[config.mk]
export PLATFORM = sky130hd
export DESIGN_NAME = lmc_microwire_rx
export DESIGN_NICKNAME = d
export VERILOG_FILES = /design/src/rtl/lmc_microwire_rx.sv
export SDC_FILE = /design/constraint.sdc
export NUM_CORES = 1
export LEC_CHECK = 0
export ABC_AREA = 1
export BUFFER_PORTS_ARGS = -buffer_cell sky130_fd_sc_hd__buf_2
export CAP_MARGIN = 15
export CORE_MARGIN = 1
export CORE_UTILIZATION = 50
export DETAILED_ROUTE_END_ITERATION = 16
export PLACE_DENSITY_LB_ADDON = 0.3
export SLEW_MARGIN = 20
export SYNTH_ARGS = -nofsm -noshare
export SYNTH_HDL_FRONTEND = slang
export SYNTH_SLANG_ARGS = --single-unit
export TNS_END_PERCENT = 5
[constraint.sdc]
create_clock -name clk32_i -period 1.8 [get_ports clk32_i]
set_clock_uncertainty 0.1 [all_clocks]
set_input_delay 0.18 -clock clk32_i [delete_from_list [all_inputs] [get_ports clk32_i]]
set_output_delay 0.18 -clock clk32_i [all_outputs]
set_load 0.1 [all_outputs]
[src/rtl/lmc_microwire_rx.sv]
// lmc_microwire_rx
// Receive side of the STE microwire link, modelling the LMC1992 volume/tone
// controller. Frames from the shifter's microwire master are deserialised,
// the last FRAME_BITS bits are decoded, and the resulting mixer settings are
// held for the DMA-sound/YM mixing stage.
//
// Optional feature: define LMC_RX_RAMP_EN to make master/left/right step one
// unit toward their decoded targets every RAMP_DIV clk32 cycles instead of
// jumping immediately.
//
// Parameters:
//   SYNC_STAGES  synchroniser depth on mw_clk/mw_data/mw_en (>= 2)
//   FRAME_BITS   command length; decode assumes the 11-bit LMC1992 layout
//                {addr[1:0], sel[2:0], data[5:0]}
//   RAMP_DIV     clk32 cycles per volume step (ramp build only)
//
// state  | meaning
// -------+-----------------------------------------------------------
// IDLE   | waiting for a synchronised mw_en rising edge
// SHIFT  | frame open; shift one bit per synchronised mw_clk rise
// DECODE | one cycle: validate the frame and apply or reject it

module lmc_microwire_rx #(
   parameter int SYNC_STAGES = 2,
   parameter int FRAME_BITS  = 11,
   parameter int RAMP_DIV    = 256
) (
   input  logic       clk32_i,
   input  logic       resb_i,
   input  logic       mw_clk_i,
   input  logic       mw_data_i,
   input  logic       mw_en_i,
   output logic [5:0] master_vol_o,
   output logic [4:0] left_vol_o,
   output logic [4:0] right_vol_o,
   output logic [3:0] bass_o,
   output logic [3:0] treble_o,
   output logic [1:0] mix_o,
   output logic       cmd_stb_o,
   output logic       frame_err_o
);

   if (SYNC_STAGES < 2 || FRAME_BITS < 11 || RAMP_DIV < 1) begin : g_param_check
      $error("lmc_microwire_rx: SYNC_STAGES >= 2, FRAME_BITS >= 11, RAMP_DIV >= 1 required");
   end

   localparam logic [5:0] MASTER_RST = 6'd40;
   localparam logic [4:0] SIDE_RST   = 5'd20;
   localparam logic [3:0] TONE_RST   = 4'd6;
   localparam logic [1:0] MIX_RST    = 2'd1;

   localparam logic [5:0] MASTER_MAX = 6'd40;
   localparam logic [4:0] SIDE_MAX   = 5'd20;
   localparam logic [3:0] TONE_MAX   = 4'd12;

   localparam logic [2:0] SEL_MIX    = 3'b000;
   localparam logic [2:0] SEL_BASS   = 3'b001;
   localparam logic [2:0] SEL_TREBLE = 3'b010;
   localparam logic [2:0] SEL_MASTER = 3'b011;
   localparam logic [2:0] SEL_RIGHT  = 3'b100;
   localparam logic [2:0] SEL_LEFT   = 3'b101;

   localparam logic [1:0] ADDR_LMC   = 2'b10;

   typedef enum logic [1:0] {
      ST_IDLE   = 2'd0,
      ST_SHIFT  = 2'd1,
      ST_DECODE = 2'd2
   } state_t;

   // ------------------------------------------------------------------
   // Input synchronisers and edge detection
   // ------------------------------------------------------------------
   logic [SYNC_STAGES-1:0] clk_sync_q;
   logic [SYNC_STAGES-1:0] data_sync_q;
   logic [SYNC_STAGES-1:0] en_sync_q;
   logic                   clk_prev_q;
   logic                   en_prev_q;

   logic clk_s;
   logic data_s;
   logic en_s;
   logic clk_rise;
   logic en_rise;
   logic en_fall;

   // Bring the asynchronous microwire pins into the clk32 domain.
   always_ff @(posedge clk32_i or negedge resb_i) begin
      if (!resb_i) begin
         clk_sync_q  <= '0;
         data_sync_q <= '0;
         en_sync_q   <= '0;
      end else begin
         clk_sync_q  <= {clk_sync_q[SYNC_STAGES-2:0],  mw_clk_i};
         data_sync_q <= {data_sync_q[SYNC_STAGES-2:0], mw_data_i};
         en_sync_q   <= {en_sync_q[SYNC_STAGES-2:0],   mw_en_i};
      end
   end

   // Previous synchronised levels for edge detection.
   always_ff @(posedge clk32_i or negedge resb_i) begin
      if (!resb_i) begin
         clk_prev_q <= 1'b0;
         en_prev_q  <= 1'b0;
      end else begin
         clk_prev_q <= clk_s;
         en_prev_q  <= en_s;
      end
   end

   assign clk_s    = clk_sync_q[SYNC_STAGES-1];
   assign data_s   = data_sync_q[SYNC_STAGES-1];
   assign en_s     = en_sync_q[SYNC_STAGES-1];
   assign clk_rise = clk_s & ~clk_prev_q;
   assign en_rise  = en_s & ~en_prev_q;
   assign en_fall  = ~en_s & en_prev_q;

   // ------------------------------------------------------------------
   // Frame FSM, shift register and decoded settings
   // ------------------------------------------------------------------
   state_t                 state_q, state_d;
   logic [FRAME_BITS-1:0]  sr_q, sr_d;
   logic [3:0]             cnt_q, cnt_d;
   logic                   cmd_stb_q, cmd_stb_d;
   logic                   frame_err_q, frame_err_d;

   logic [1:0]             mix_q, mix_d;
   logic [3:0]             bass_q, bass_d;
   logic [3:0]             treble_q, treble_d;
   logic [5:0]             master_set_q, master_set_d;
   logic [4:0]             left_set_q, left_set_d;
   logic [4:0]             right_set_q, right_set_d;

   logic [1:0]             fr_addr;
   logic [2:0]             fr_sel;
   logic [5:0]             fr_data;
   logic                   fr_long;
   logic                   fr_ok;

   assign fr_addr = sr_q[FRAME_BITS-1 -: 2];
   assign fr_sel  = sr_q[FRAME_BITS-3 -: 3];
   assign fr_data = sr_q[5:0];
   assign fr_long = (int'(cnt_q) >= FRAME_BITS);
   assign fr_ok   = fr_long && (fr_addr == ADDR_LMC);

   function automatic logic [3:0] clamp_tone(input logic [3:0] v);
      return (v > TONE_MAX) ? TONE_MAX : v;
   endfunction

   function automatic logic [5:0] clamp_master(input logic [5:0] v);
      return (v > MASTER_MAX) ? MASTER_MAX : v;
   endfunction

   function automatic logic [4:0] clamp_side(input logic [4:0] v);
      return (v > SIDE_MAX) ? SIDE_MAX : v;
   endfunction

   // State, shift register, bit counter, pulses and settings registers.
   always_ff @(posedge clk32_i or negedge resb_i) begin
      if (!resb_i) begin
         state_q      <= ST_IDLE;
         sr_q         <= '0;
         cnt_q        <= '0;
         cmd_stb_q    <= 1'b0;
         frame_err_q  <= 1'b0;
         mix_q        <= MIX_RST;
         bass_q       <= TONE_RST;
         treble_q     <= TONE_RST;
         master_set_q <= MASTER_RST;
         left_set_q   <= SIDE_RST;
         right_set_q  <= SIDE_RST;
      end else begin
         state_q      <= state_d;
         sr_q         <= sr_d;
         cnt_q        <= cnt_d;
         cmd_stb_q    <= cmd_stb_d;
         frame_err_q  <= frame_err_d;
         mix_q        <= mix_d;
         bass_q       <= bass_d;
         treble_q     <= treble_d;
         master_set_q <= master_set_d;
         left_set_q   <= left_set_d;
         right_set_q  <= right_set_d;
      end
   end

   // Next-state logic: frame capture and command decode.
   always_comb begin
      state_d      = state_q;
      sr_d         = sr_q;
      cnt_d        = cnt_q;
      cmd_stb_d    = 1'b0;
      frame_err_d  = 1'b0;
      mix_d        = mix_q;
      bass_d       = bass_q;
      treble_d     = treble_q;
      master_set_d = master_set_q;
      left_set_d   = left_set_q;
      right_set_d  = right_set_q;

      case (state_q)
         ST_IDLE: begin
            if (en_rise) begin
               state_d = ST_SHIFT;
               sr_d    = '0;
               cnt_d   = '0;
            end
         end

         ST_SHIFT: begin
            if (en_rise) begin
               // a fresh enable edge restarts the frame silently
               sr_d  = '0;
               cnt_d = '0;
            end else begin
               // en_prev_q lets a clock edge that coincides with the enable
               // fall still land its bit before decode
               if (clk_rise && en_prev_q) begin
                  sr_d = {sr_q[FRAME_BITS-2:0], data_s};
                  if (cnt_q != 4'd15) begin
                     cnt_d = cnt_q + 4'd1;
                  end
               end
               if (en_fall) begin
                  state_d = ST_DECODE;
               end
            end
         end

         ST_DECODE: begin
            state_d = ST_IDLE;
            if (en_rise) begin
               state_d = ST_SHIFT;
               sr_d    = '0;
               cnt_d   = '0;
            end
            if (fr_ok) begin
               cmd_stb_d = 1'b1;
               case (fr_sel)
                  SEL_MIX:    mix_d        = fr_data[1:0];
                  SEL_BASS:   bass_d       = clamp_tone(fr_data[3:0]);
                  SEL_TREBLE: treble_d     = clamp_tone(fr_data[3:0]);
                  SEL_MASTER: master_set_d = clamp_master(fr_data);
                  SEL_RIGHT:  right_set_d  = clamp_side(fr_data[4:0]);
                  SEL_LEFT:   left_set_d   = clamp_side(fr_data[4:0]);
                  default: begin
                     cmd_stb_d   = 1'b0;
                     frame_err_d = 1'b1;
                  end
               endcase
            end else begin
               frame_err_d = 1'b1;
            end
         end

         default: state_d = ST_IDLE;
      endcase
   end

   assign bass_o      = bass_q;
   assign treble_o    = treble_q;
   assign mix_o       = mix_q;
   assign cmd_stb_o   = cmd_stb_q;
   assign frame_err_o = frame_err_q;

`ifdef LMC_RX_RAMP_EN
   // ------------------------------------------------------------------
   // Volume ramp: decoded volumes are targets, outputs walk toward them
   // ------------------------------------------------------------------
   localparam int DIV_W = (RAMP_DIV > 1) ? $clog2(RAMP_DIV) : 1;
   localparam logic [DIV_W-1:0] DIV_LOAD = DIV_W'(RAMP_DIV - 1);

   logic [DIV_W-1:0] div_q, div_d;
   logic             ramp_tick;
   logic [5:0]       master_vol_q, master_vol_d;
   logic [4:0]       left_vol_q, left_vol_d;
   logic [4:0]       right_vol_q, right_vol_d;
   logic [5:0]       left_step;
   logic [5:0]       right_step;

   function automatic logic [5:0] step_toward(input logic [5:0] cur, input logic [5:0] tgt);
      if (cur < tgt) begin
         return cur + 6'd1;
      end else if (cur > tgt) begin
         return cur - 6'd1;
      end
      return cur;
   endfunction

   // Free-running divider and visible volume registers.
   always_ff @(posedge clk32_i or negedge resb_i) begin
      if (!resb_i) begin
         div_q        <= DIV_LOAD;
         master_vol_q <= MASTER_RST;
         left_vol_q   <= SIDE_RST;
         right_vol_q  <= SIDE_RST;
      end else begin
         div_q        <= div_d;
         master_vol_q <= master_vol_d;
         left_vol_q   <= left_vol_d;
         right_vol_q  <= right_vol_d;
      end
   end

   // Terminal count on the down-counter moves each volume one step.
   always_comb begin
      ramp_tick    = (div_q == '0);
      div_d        = ramp_tick ? DIV_LOAD : div_q - 1'b1;
      left_step    = step_toward({1'b0, left_vol_q},  {1'b0, left_set_q});
      right_step   = step_toward({1'b0, right_vol_q}, {1'b0, right_set_q});
      master_vol_d = master_vol_q;
      left_vol_d   = left_vol_q;
      right_vol_d  = right_vol_q;
      if (ramp_tick) begin
         master_vol_d = step_toward(master_vol_q, master_set_q);
         left_vol_d   = left_step[4:0];
         right_vol_d  = right_step[4:0];
      end
   end

   assign master_vol_o = master_vol_q;
   assign left_vol_o   = left_vol_q;
   assign right_vol_o  = right_vol_q;
`else
   assign master_vol_o = master_set_q;
   assign left_vol_o   = left_set_q;
   assign right_vol_o  = right_set_q;
`endif

endmodule

# Word level (Yosys, flattened, before mapping)
# Index checks and enable logic that the tools add are counted.
# word_totals
mem_bits_ro	0
word_cells	81
ff_bits	53
in_bits	5
ramBits	0
memories	0
latch_bits	0
# op_classes
n_mux	23
n_addsub	1
bitwise_logic	6
mul	0
n_shift	0
magnitude_cmp	4
div_mod_pow	0
n_reduce_logical	16
eq_ne	15
# ops
op	count
$mux 11	3
$reduce_and 3->1	8
$pmux 11 s2	1
$mux 4	5
$pmux 4 s2	1
$mux 1	7
$eq 3x2->1 const B	2
$eq 3x3->1 const B	2
$gt 6x6->1 const B	1
$mux 2	3
$mux 6	1
$ne 2x2->1 const B	3
$ne 3x3->1 const B	2
$pmux 2 s3	1
$reduce_or 6->1	1
$gt 5x5->1 const B	1
$mux 5	1
$add 4x1->4 const B	1
$eq 2x2->1 const B	2
$ge 4x4->1 const B	1
$gt 4x4->1 const B	1
$ne 4x4->1 const B	1
$reduce_and 4->1	1
$and 1x1->1	3
9 further kinds	12

# Logic depth before layout (Yosys ltp)
# Gate-level depths: netlist of run 1.
# logic_depth
depth_word	6
mapped_depth	8

# Least setup slack after synthesis of run 1
# Ideal clock, no wire load.
# synth_path
path_type	reg2reg
startpoint	reg cnt_q[0]
endpoint	reg master_set_q[0] (netlist: master_vol_o[0])
slack_ns	0.251
path_stages_with_launch	8
t_arrival_ns	1.373
cell_sequence	dfrtp_1 ha_1 nor2_1 nor2_8 nand3_4 buf_6 nand2_1 o21ai_1
# synth_via
elab_chain_len	3
# synth_rtl
item	line_no	rtl
from (decl)	123	logic [3:0] cnt_q, cnt_d;
from (signal assigned)	175	cnt_q <= cnt_d;
$ge 4x4->1	143	assign fr_long = (int'(cnt_q) >= FRAME_BITS);
$logic_and 1x1->1	144	assign fr_ok = fr_long && (fr_addr == ADDR_LMC);
$reduce_and 3->1 (no line)	-	
to (signal assigned)	181	master_set_q <= master_set_d;
to (decl)	130	logic [5:0] master_set_q, master_set_d;
# Every way passes these cells.
# A chain may end at the register's enable or synchronous reset.

# Final worst setup path of run 1
# layout_path
startpoint	reg cnt_q[0]
endpoint	reg mix_q[0] (netlist: mix_o[0])
# layout_via
elab_chain_len	3
# layout_rtl
item	line_no	rtl
$ge 4x4->1	143	
$logic_and 1x1->1	144	
$reduce_and 3->1 (no line)	-	
to (signal assigned)	178	mix_q <= mix_d;
to (decl)	127	logic [1:0] mix_q, mix_d;
# Every way passes these cells.

==> results of run 1 <==
## registers in the layout, indices dropped and copies added, names as in the netlist
signal and flops:
treble_o 4, bass_o 4, frame_err_o 1, clk_sync_q 2, cnt_q 4, master_vol_o 6, cmd_stb_o 1, clk_prev_q 1
data_sync_q 2, state_q 2, sr_q 11, left_vol_o 5, en_prev_q 1, en_sync_q 2, mix_o 2, right_vol_o 5
## area by class of cell
type                    instances  area [um2]
clock buffers                   7        86.3
clock inverters                 1        30.0
fillers                       349        1520
inverters                      18        67.6
multi-input cells             142         764
flip-flops and latches         53        1340
well taps                      50        62.6
repair buffers                 37         220
## Yosys cell counts (all sizes together)
cell	number
o22ai	9
dfrtp	42
and3	1
o21ai	33
xor2	1
inv	18
nand3	18
nor3	1
a21boi	1
nor2	16
ha	1
dfstp	11
a21oi	3
buf	1
nand2	57
and2	1
## path summary, 6_finish.rpt
path	start	endpoint	slack, ns	cells after the start
worst min register to register	en_sync_q[0]	en_sync_q[1]	0.25	0
worst max-delay path	cnt_q[0]	mix_o[0]	0.20	6
worst min-delay path	resb_i	treble_o[3]	0.25	2
min in group clk32_i	en_sync_q[0]	en_sync_q[1]	0.25	0
worst max register to register	cnt_q[0]	mix_o[0]	0.20	6
max in group asynchronous	resb_i	left_vol_o[2]	0.76	3
## cells by family after synthesis
family | synth area share
adders and majority gates | 0.00573
DFF | 0.614
AOI/OAI and AO/OA | 0.119
xor gates and xnor gates | 0.00401
buffers and inverters | 0.0361
and+or+nand+nor | 0.222
## stage by stage
stage	std cells	utilization	hold slack [ns]
2_1_floorplan	214	-	-0.216
3_3_place_gp	296	0.591	0.0491
3_5_place_dp	296	0.591	0.0508
4_1_cts	308	0.629	0.256
5_1_grt	308	0.629	0.263
6_report	308	0.629	0.250
## power by group through the flow
stage / Sequential, uW / Clock [uW] / Combinational (uW)
floorplan: 1280 / 0 / 95.1
global placement: 1280 / 0 / 160
detailed placement: 1280 / 0 / 160
CTS: 1260 / 841 / 167
global route: 1260 / 884 / 188
finish: 1260 / 820 / 164
## per-layer routing
| metal | wire [um] | GRT usage | up-vias |
|---|---|---|---|
| li1 | - | - | 790 |
| met1 | 1930 | 0.274 | 760 |
| met2 | 1710 | 0.277 | 44 |
| met3 | 215 | 0.0550 | 5 |
| met4 | 55 | 0.0625 | 0 |
| met5 | 0 | 0 | - |
==> out/metrics.yaml, run 1 <==
outcome:
  status: "finished, final reports clean"
final_layout:
  syn2layout_area_growth_pct: 17.8
  layout.nets: 263
  diodes: 0
  drive_above_1_share: 0.267
  finalInstanceArea_um2: 2570
  mostFrequentLayoutCells: "56 x nand2_1, 42 x dfrtp_1, 32 x buf_2, 17 x inv_1, 16 x o21ai_0"
  layout_commonest_cell: "nand2_1"
sta:
  worstMarginPinSlew_ns: 0.489
  rsz0062_at_grt: "no"
  maxSlewHeadroom: 0.676
  max_freq_mhz: 624
  fin_crit_sh: 0.891
  finalSetupViolations: 0
  tns_ns: 0
  slew_viol_final: 0
  hold_violations: 0
  final.min_clock_period_ns: 1.60
  worst_slack_ns: 0.197
floorplan:
  start_util: 0.534
  coreArea_um2: 4090
  die_y_um: 68.1
  rows: 23
  io-pin-count: 33
  design.die.area_um2: 4630
  fp.dieW_um: 68.1
clock_tree:
  postCtsSetupRepairBufs: 0
  post_cts_resized: 0
  clk_pin_slew_ns: 0.09
  cts_root_buf: "clkbuf_8"
  h-tree-depth: 2
  clk_latency_ns: 0.30
  clock-sinks: 53
  cts_buffer_depth: 2
  cts_made_buffers: 5
  cts_tree: "yes"
  ctsHoldBuffers: 4
global_route:
  grt_pass1_wl_um: 6420
  grt_max_degree: 36
  antenna_found_initial: 0
  grt_util_all_layers: 0.191
  grt_pass1_vias: 1365
  grt-ovfl-total: 0
pwr:
  intPower_uw: 1730
  power.total_uw: 2240
  netSwitchingFraction: 0.229
  p_comb_frac: 0.073
  p_clk_frac: 0.366
  p_sw_uw: 514
  leakagePower_uw: 0.00122
  ir_worst_vdd_uv: 649
  power.density_nw_per_um2: 872
  p_seq_frac: 0.561
place:
  gp_congestion: 0.736
  place_area_um2: 2410
  numPortBuffers: 32
  dp_hpwl_um: 2780
  pre_cts_slack_ns: 0.227
detailed_routing:
  wl_per_cell_um: 12.7
  vias_per_cell: 5.19
  drc: 0
  routed_wl_um: 3910
  drtIter0Drc: 85
  num_vias: 1599
  drt-pass1-iter-count: 5
  antenna_left: 0
yosys:
  synth_top_cell_area_share: 0.481
  yosysTopAreaCell: "dfrtp_1"
  ys_warn_count: 0
  synthTopCellsByArea: "dfrtp_1 48%, dfstp_2 13%, nand2_1 9.6%"
  synth_area_um2: 2180
  syn-num-nets: 220
  syn-mean-instance-area_um2: 10.2
  synth_seq_cells: 53
  ys_seq_area_frac: 0.614
  synthCells: 214
  synth_cell_type_count: 25
worst_setup_path:
  crit_fanout: 8
  critPathBufInv: 0
  critical-path-top-delay-family: "simple AND/OR/NAND/NOR gates"
  slowest_delay_ns: 0.42
  cp-end-kind: "flip-flop"
  cp-start-kind: "flip-flop"
  critPathKind: "reg2reg"
  crit_arrival_ns: 1.73
  worstPathCellList: "ha_1 -> nor2_1 -> nor2_8 -> nand3_1 -> nand2_1 -> o21ai_0"
  cp_slowest_cell: "dfrtp_1"
  cp.required_ns: 1.92
job:
  max_cap_violations: 0
min_path:
  hold_class: "in2async"
No activity file was read; power rests on OpenSTA's default activity.
==> run 2: changes to the inputs <==
Settings changed: CORE_UTILIZATION 50 to 55, REMOVE_ABC_BUFFERS set to 1.
==> run 2 against run 1 <==
Sequential share of layout area barely moved. Worst hold slack better by 0.0056 ns. Sequential power barely moved. Final cell count decreased by 0.65%. Maximum frequency decreased by 2.5%. Sequential cell count stayed put. Wire length rose by 0.49%. Critical path depth is the same. Non-clock buffer count did not move. Count of clock-buffer cells in the layout down 1. Utilization rose by 5.8 points. Highest routed layer unchanged.
==> out/metrics.yaml, run 2 (same netlist as run 1, synthesis figures left out) <==
outcome:
  status: "finished, final reports clean"  # unchanged
final_layout:
  largest_register_ffs: 11  # unchanged
  layout.nets: 263  # unchanged
  utilization: 0.687  # was 0.629
  final_cells: 306  # was 308
  layout_commonest_cell: "nand2_1"  # unchanged
  regMostFlops: "sr_q"  # unchanged
  syn2layout_area_growth_pct: 17.8  # about the same
  mostFrequentLayoutCells: "56 x nand2_1, 42 x dfrtp_1, 32 x buf_2, 17 x inv_1, 16 x o21ai_0"  # unchanged
  diodes: 0  # unchanged
  drive_above_1_share: 0.271  # was 0.267
  nFillCells: 295  # was 349
sta:
  worstMarginPinSlew_ns: 0.489  # about the same
  finalSetupViolations: 0  # unchanged
  final.min_clock_period_ns: 1.64  # was 1.60 ns
  hold_violations: 0  # unchanged
  tns_ns: 0  # unchanged
  rsz0062_at_grt: "no"  # unchanged
  fin_crit_sh: 0.913  # was 0.891
  slew_viol_final: 0  # unchanged
  maxSlewHeadroom: 0.676  # about the same
  max_freq_mhz: 608  # was 624 MHz
floorplan:
  design.die.area_um2: 4230  # was 4630 um2
  coreArea_um2: 3740  # was 4090 um2
  start_util: 0.583  # was 0.534
  rows: 22  # was 23
  fp.dieW_um: 65.0  # was 68.1 um
  io-pin-count: 33  # unchanged
  die_y_um: 65.0  # was 68.1 um
worst_setup_path:
  worstPathCellList: "ha_1 -> nor2_1 -> nor2_8 -> nand3_2 -> nand2_1 -> o21ai_0"  # was ha_1 -> nor2_1 -> nor2_8 -> nand3_1 -> nand2_1 -> o21ai_0
  slowest_delay_ns: 0.42  # about the same
  critPathKind: "reg2reg"  # unchanged
  cp.required_ns: 1.92  # about the same
  cp-start-kind: "flip-flop"  # unchanged
  crit_fanout: 8  # unchanged
  cp_slowest_cell: "dfrtp_1"  # unchanged
  critical-path-top-delay-family: "simple AND/OR/NAND/NOR gates"  # unchanged
  crit_arrival_ns: 1.76  # was 1.73 ns
  critPathBufInv: 0  # unchanged
  cp-end-kind: "flip-flop"  # unchanged
clock_tree:
  ctsHoldBuffers: 4  # unchanged
  clk_latency_ns: 0.31  # was 0.30 ns
  h-tree-depth: 2  # unchanged
  cts_root_buf: "clkbuf_8"  # unchanged
  cts_made_buffers: 5  # unchanged
  postCtsSetupRepairBufs: 0  # unchanged
  clock-sinks: 53  # unchanged
  cts_buffer_depth: 2  # unchanged
  post_cts_resized: 0  # unchanged
  clk_pin_slew_ns: 0.09  # about the same
  cts_tree: "yes"  # unchanged
place:
  numPortBuffers: 32  # unchanged
  dp_hpwl_um: 2700  # was 2780 um
  gp_congestion: 0.791  # was 0.736
  dp.cells: 294  # was 296
detailed_routing:
  antenna_left: 0  # unchanged
  drc: 0  # unchanged
  vias_per_cell: 5.14  # was 5.19
  num_vias: 1572  # was 1599
  drtIter0Drc: 97  # was 85
  routed_wl_um: 3930  # was 3910 um
  wl_per_cell_um: 12.8  # was 12.7 um
  drt-pass1-iter-count: 4  # was 5
global_route:
  antenna_found_initial: 0  # unchanged
  grt-ovfl-total: 0  # unchanged
  grt_pass1_vias: 1484  # was 1365
  grt_pass1_wl_um: 6860  # was 6420 um
  grt_util_all_layers: 0.220  # was 0.191
  grt_max_degree: 54  # was 36
pwr:
  power.density_nw_per_um2: 876  # was 872 nW/um2
  ir_worst_vdd_uv: 800  # was 649 uV
  leakagePower_uw: 0.00122  # about the same
job:
  max_cap_violations: 0  # unchanged
min_path:
  hold_class: "reg2reg"  # was in2async
## run 2: cell types whose count changed in the layout (fill, tap and decap cells not counted)
cell / before / now
clkbuf_1: 1 / 0
clkinvlp_4: 0 / 1
## run 2: stage by stage
| step | worst slack (ns) | total power, uW | hold slack (ns) | cell area [um2] |
|---|---|---|---|---|
| CTS | 0.165 | 2280 | 0.261 | 2570 |
| global route | 0.0718 | 2350 | 0.273 | 2570 |
| detailed placement | 0.230 | 1440 | 0.0932 | 2410 |
| global placement | 0.256 | 1430 | 0.0926 | 2410 |
| floorplan | 0.310 | 1380 | -0.216 | 2170 |
| finish | 0.156 | 2250 | 0.255 | 2570 |
## run 2: where the power goes
group          internal (uW)  total [uW]  switching (uW)
logic                   50.0         165             115
registers               1220        1260            32.4
clock network            452         832             380
total                   1730        2250             528
## run 2: metal layers
| layer | part of all wire | wire length (um) | global-route usage | vias to the layer above |
|---|---|---|---|---|
| met1 | 0.51 | 2010 | 0.311 | 733 |
| li1 | - | - | - | 790 |
| met2 | 0.43 | 1670 | 0.319 | 42 |
| met4 | 0.016 | 62 | 0.111 | 0 |
| met3 | 0.048 | 188 | 0.0475 | 7 |
| met5 | 0 | 0 | 0 | - |
## run 2: path summary, 6_finish.rpt
| path | startpoint | end | slack, ns | cells past startpoint |
|---|---|---|---|---|
| setup / recovery | cnt_q[0] | bass_o[1] | 0.16 | 6 |
| hold / removal | clk_sync_q[0] | clk_sync_q[1] | 0.26 | 0 |
| setup reg to reg | cnt_q[0] | bass_o[1] | 0.16 | 6 |
| hold reg to reg | clk_sync_q[0] | clk_sync_q[1] | 0.26 | 0 |
| max in group asynchronous | resb_i | bass_o[2] | 1.04 | 3 |
| min in group asynchronous | resb_i | cnt_q[0] | 0.28 | 3 |
## run 2: cell type report
type / count / area, um2 / share of cell area
clock buffer: 6 / 82.6 / 0.0321
clock inverter: 2 / 37.5 / 0.0146
inverter: 18 / 67.6 / 0.0263
multi-input combinational: 142 / 764 / 0.297
sequential: 53 / 1340 / 0.521
tap: 48 / 60.1 / 0.0233
timing repair buffer: 37 / 220 / 0.0856
==> run 3: changes to the inputs <==
Settings changed: CORE_MARGIN 1 to 2.
==> run 3 against run 2 <==
Count of clock-buffer cells in the layout grew 1. Sequential cell count unchanged. Global-route usage down 2.2 points. Critical path type unchanged. Critical endpoint is now mix_o[1]. Highest routed layer unchanged. Maximum frequency grew 2.4%.
==> out/metrics.yaml, run 3 (same netlist as run 1, synthesis figures left out) <==
sta:
  tns_ns: 0  # unchanged
  worst_slack_ns: 0.195  # was 0.156 ns
  worstMarginPinSlew_ns: 0.493  # was 0.489 ns
  slew_viol_final: 0  # unchanged
  finalSetupViolations: 0  # unchanged
  maxSlewHeadroom: 0.674  # was 0.676
  final.min_clock_period_ns: 1.60  # was 1.64 ns
  fin_crit_sh: 0.892  # was 0.913
  max_freq_mhz: 623  # was 608 MHz
  rsz0062_at_grt: "no"  # unchanged
  hold_violations: 0  # unchanged
worst_setup_path:
  crit_arrival_ns: 1.73  # was 1.76 ns
  critPathKind: "reg2reg"  # unchanged
  cp-start-kind: "flip-flop"  # unchanged
  rrSetupSlack_ns: 0.20  # was 0.16 ns
  cp_slowest_cell: "dfrtp_1"  # unchanged
  crit_fanout: 8  # unchanged
  r2r_end: "mix_o[1]"  # was bass_o[1]
  cp-end-kind: "flip-flop"  # unchanged
  cp.required_ns: 1.92  # about the same
  slowest_delay_ns: 0.43  # was 0.42 ns
  worstPathCellList: "ha_1 -> nor2_1 -> nor2_8 -> nand3_1 -> nand2_1 -> o21ai_0"  # was ha_1 -> nor2_1 -> nor2_8 -> nand3_2 -> nand2_1 -> o21ai_0
  rr_worst_depth: 6  # unchanged
  r2r_start: "cnt_q[0]"  # unchanged
final_layout:
  mostFrequentLayoutCells: "56 x nand2_1, 42 x dfrtp_1, 32 x buf_2, 17 x inv_1, 16 x o21ai_0"  # unchanged
  layout_commonest_cell: "nand2_1"  # unchanged
  diodes: 0  # unchanged
  largest_register_ffs: 11  # unchanged
  layout.nets: 264  # was 263
  drive_above_1_share: 0.266  # was 0.271
  syn2layout_area_growth_pct: 16.5  # was 17.8%
  regMostFlops: "sr_q"  # unchanged
detailed_routing:
  num_vias: 1632  # was 1572
  antenna_left: 0  # unchanged
  wl_per_cell_um: 12.8  # about the same
  drt-pass1-iter-count: 4  # unchanged
  drc: 0  # unchanged
  vias_per_cell: 5.32  # was 5.14
  routed_wl_um: 3920  # was 3930 um
  drtIter0Drc: 96  # was 97
pwr:
  ir_worst_vdd_uv: 620  # was 800 uV
  power.total_uw: 2070  # was 2250 uW
  power.density_nw_per_um2: 815  # was 876 nW/um2
  leakagePower_uw: 0.00121  # was 0.00122 uW
job:
  max_cap_violations: 0  # unchanged
min_path:
  min-delay-start: "en_sync_q[0]"  # was clk_sync_q[0]
  hold_class: "reg2reg"  # unchanged
  hold_end: "en_sync_q[1]"  # was clk_sync_q[1]
  hold_depth: 0  # unchanged
place:
  dp_hpwl_um: 2810  # was 2700 um
  pre_cts_slack_ns: 0.245  # was 0.230 ns
  numPortBuffers: 32  # unchanged
  gp_congestion: 0.817  # was 0.791
clock_tree:
  clk_latency_ns: 0.30  # was 0.31 ns
  postCtsSetupRepairBufs: 0  # unchanged
  h-tree-depth: 2  # unchanged
  cts_made_buffers: 5  # unchanged
  cts_buffer_depth: 2  # unchanged
  clock-sinks: 53  # unchanged
  cts_root_buf: "clkbuf_8"  # unchanged
  post_cts_resized: 0  # unchanged
  cts_tree: "yes"  # unchanged
  ctsHoldBuffers: 4  # unchanged
  clk_pin_slew_ns: 0.09  # about the same
global_route:
  antenna_found_initial: 0  # unchanged
  grt-ovfl-total: 0  # unchanged
  grt_pass1_wl_um: 6470  # was 6860 um
  grt_util_all_layers: 0.198  # was 0.220
  grt_max_degree: 26  # was 54
  grt_pass1_vias: 1444  # was 1484
floorplan:
  design.die.area_um2: 4490  # was 4230 um2
  die_y_um: 67.0  # was 65.0 um
  rows: 22  # unchanged
  io-pin-count: 33  # unchanged
  coreArea_um2: 3740  # unchanged
  fp.dieW_um: 67.0  # was 65.0 um
  start_util: 0.583  # unchanged
outcome:
  status: "finished, final reports clean"  # unchanged
-- run 3: cell count changes in the layout (fill, tap and decap cells not counted), sizes merged --
cell | previous run | this run
buf | 33 | 34
clkbuf | 6 | 7
bufinv | 1 | 0
-- run 3: power breakdown --
group	total [uW]	switching (uW)	leakage, uW	internal, uW
Clock	649	373	0.0000385	276
Combinational	166	115	0.000492	51.6
Sequential	1260	34.5	0.000678	1220
Total	2070	522	0.00121	1550
-- run 3: metal layers --
layer,global-route usage,part of all wire,up-vias,wire [um]
li1,-,-,801,-
met1,0.271,0.47,781,1850
met2,0.303,0.46,44,1800
met3,0.0557,0.055,6,215
met4,0.0689,0.016,0,61
met5,0,0,-,0
-- run 3: area by class of cell --
type                            instances  area [um2]
Clock buffer                            7        76.3
Sequential cell                        53        1340
Multi-Input combinational cell        142         764
Inverter                               18        67.6
Fill cell                             312        1200
Tap cell                               48        60.1
Timing Repair Buffer                   38         228
Clock inverter                          1        7.51
-- run 3: metrics by stage --
stage	instances	instance area, um2	util	hold WS [ns]
final	307	2540	0.679	0.255
after global routing	307	2540	0.679	0.272
after detailed placement	295	2420	0.646	0.0637
after floorplan	213	2170	-	-0.216
after CTS	307	2540	0.679	0.259
after global placement	295	2420	0.646	0.0643
-- run 3: critical path: cells and delay by family, from the launching register on --
kind            cells  cell delay [ns]
simple gates        4             0.68
flops               1             0.43
fa+ha+maj           1             0.23
compound gates      1             0.08
-- run 3: worst max path at each step --
stage               startpoint              end  slack, ns  depth (start not counted)
CTS                   cnt_q[0]         mix_o[1]       0.21                          6
detailed placement    cnt_q[0]  master_vol_o[4]       0.24                          6
global route          cnt_q[0]        bass_o[0]       0.10                          6
finish                cnt_q[0]         mix_o[1]       0.20                          6
global placement      cnt_q[0]         mix_o[1]       0.27                          5
floorplan             cnt_q[0]  master_vol_o[4]       0.31                          6
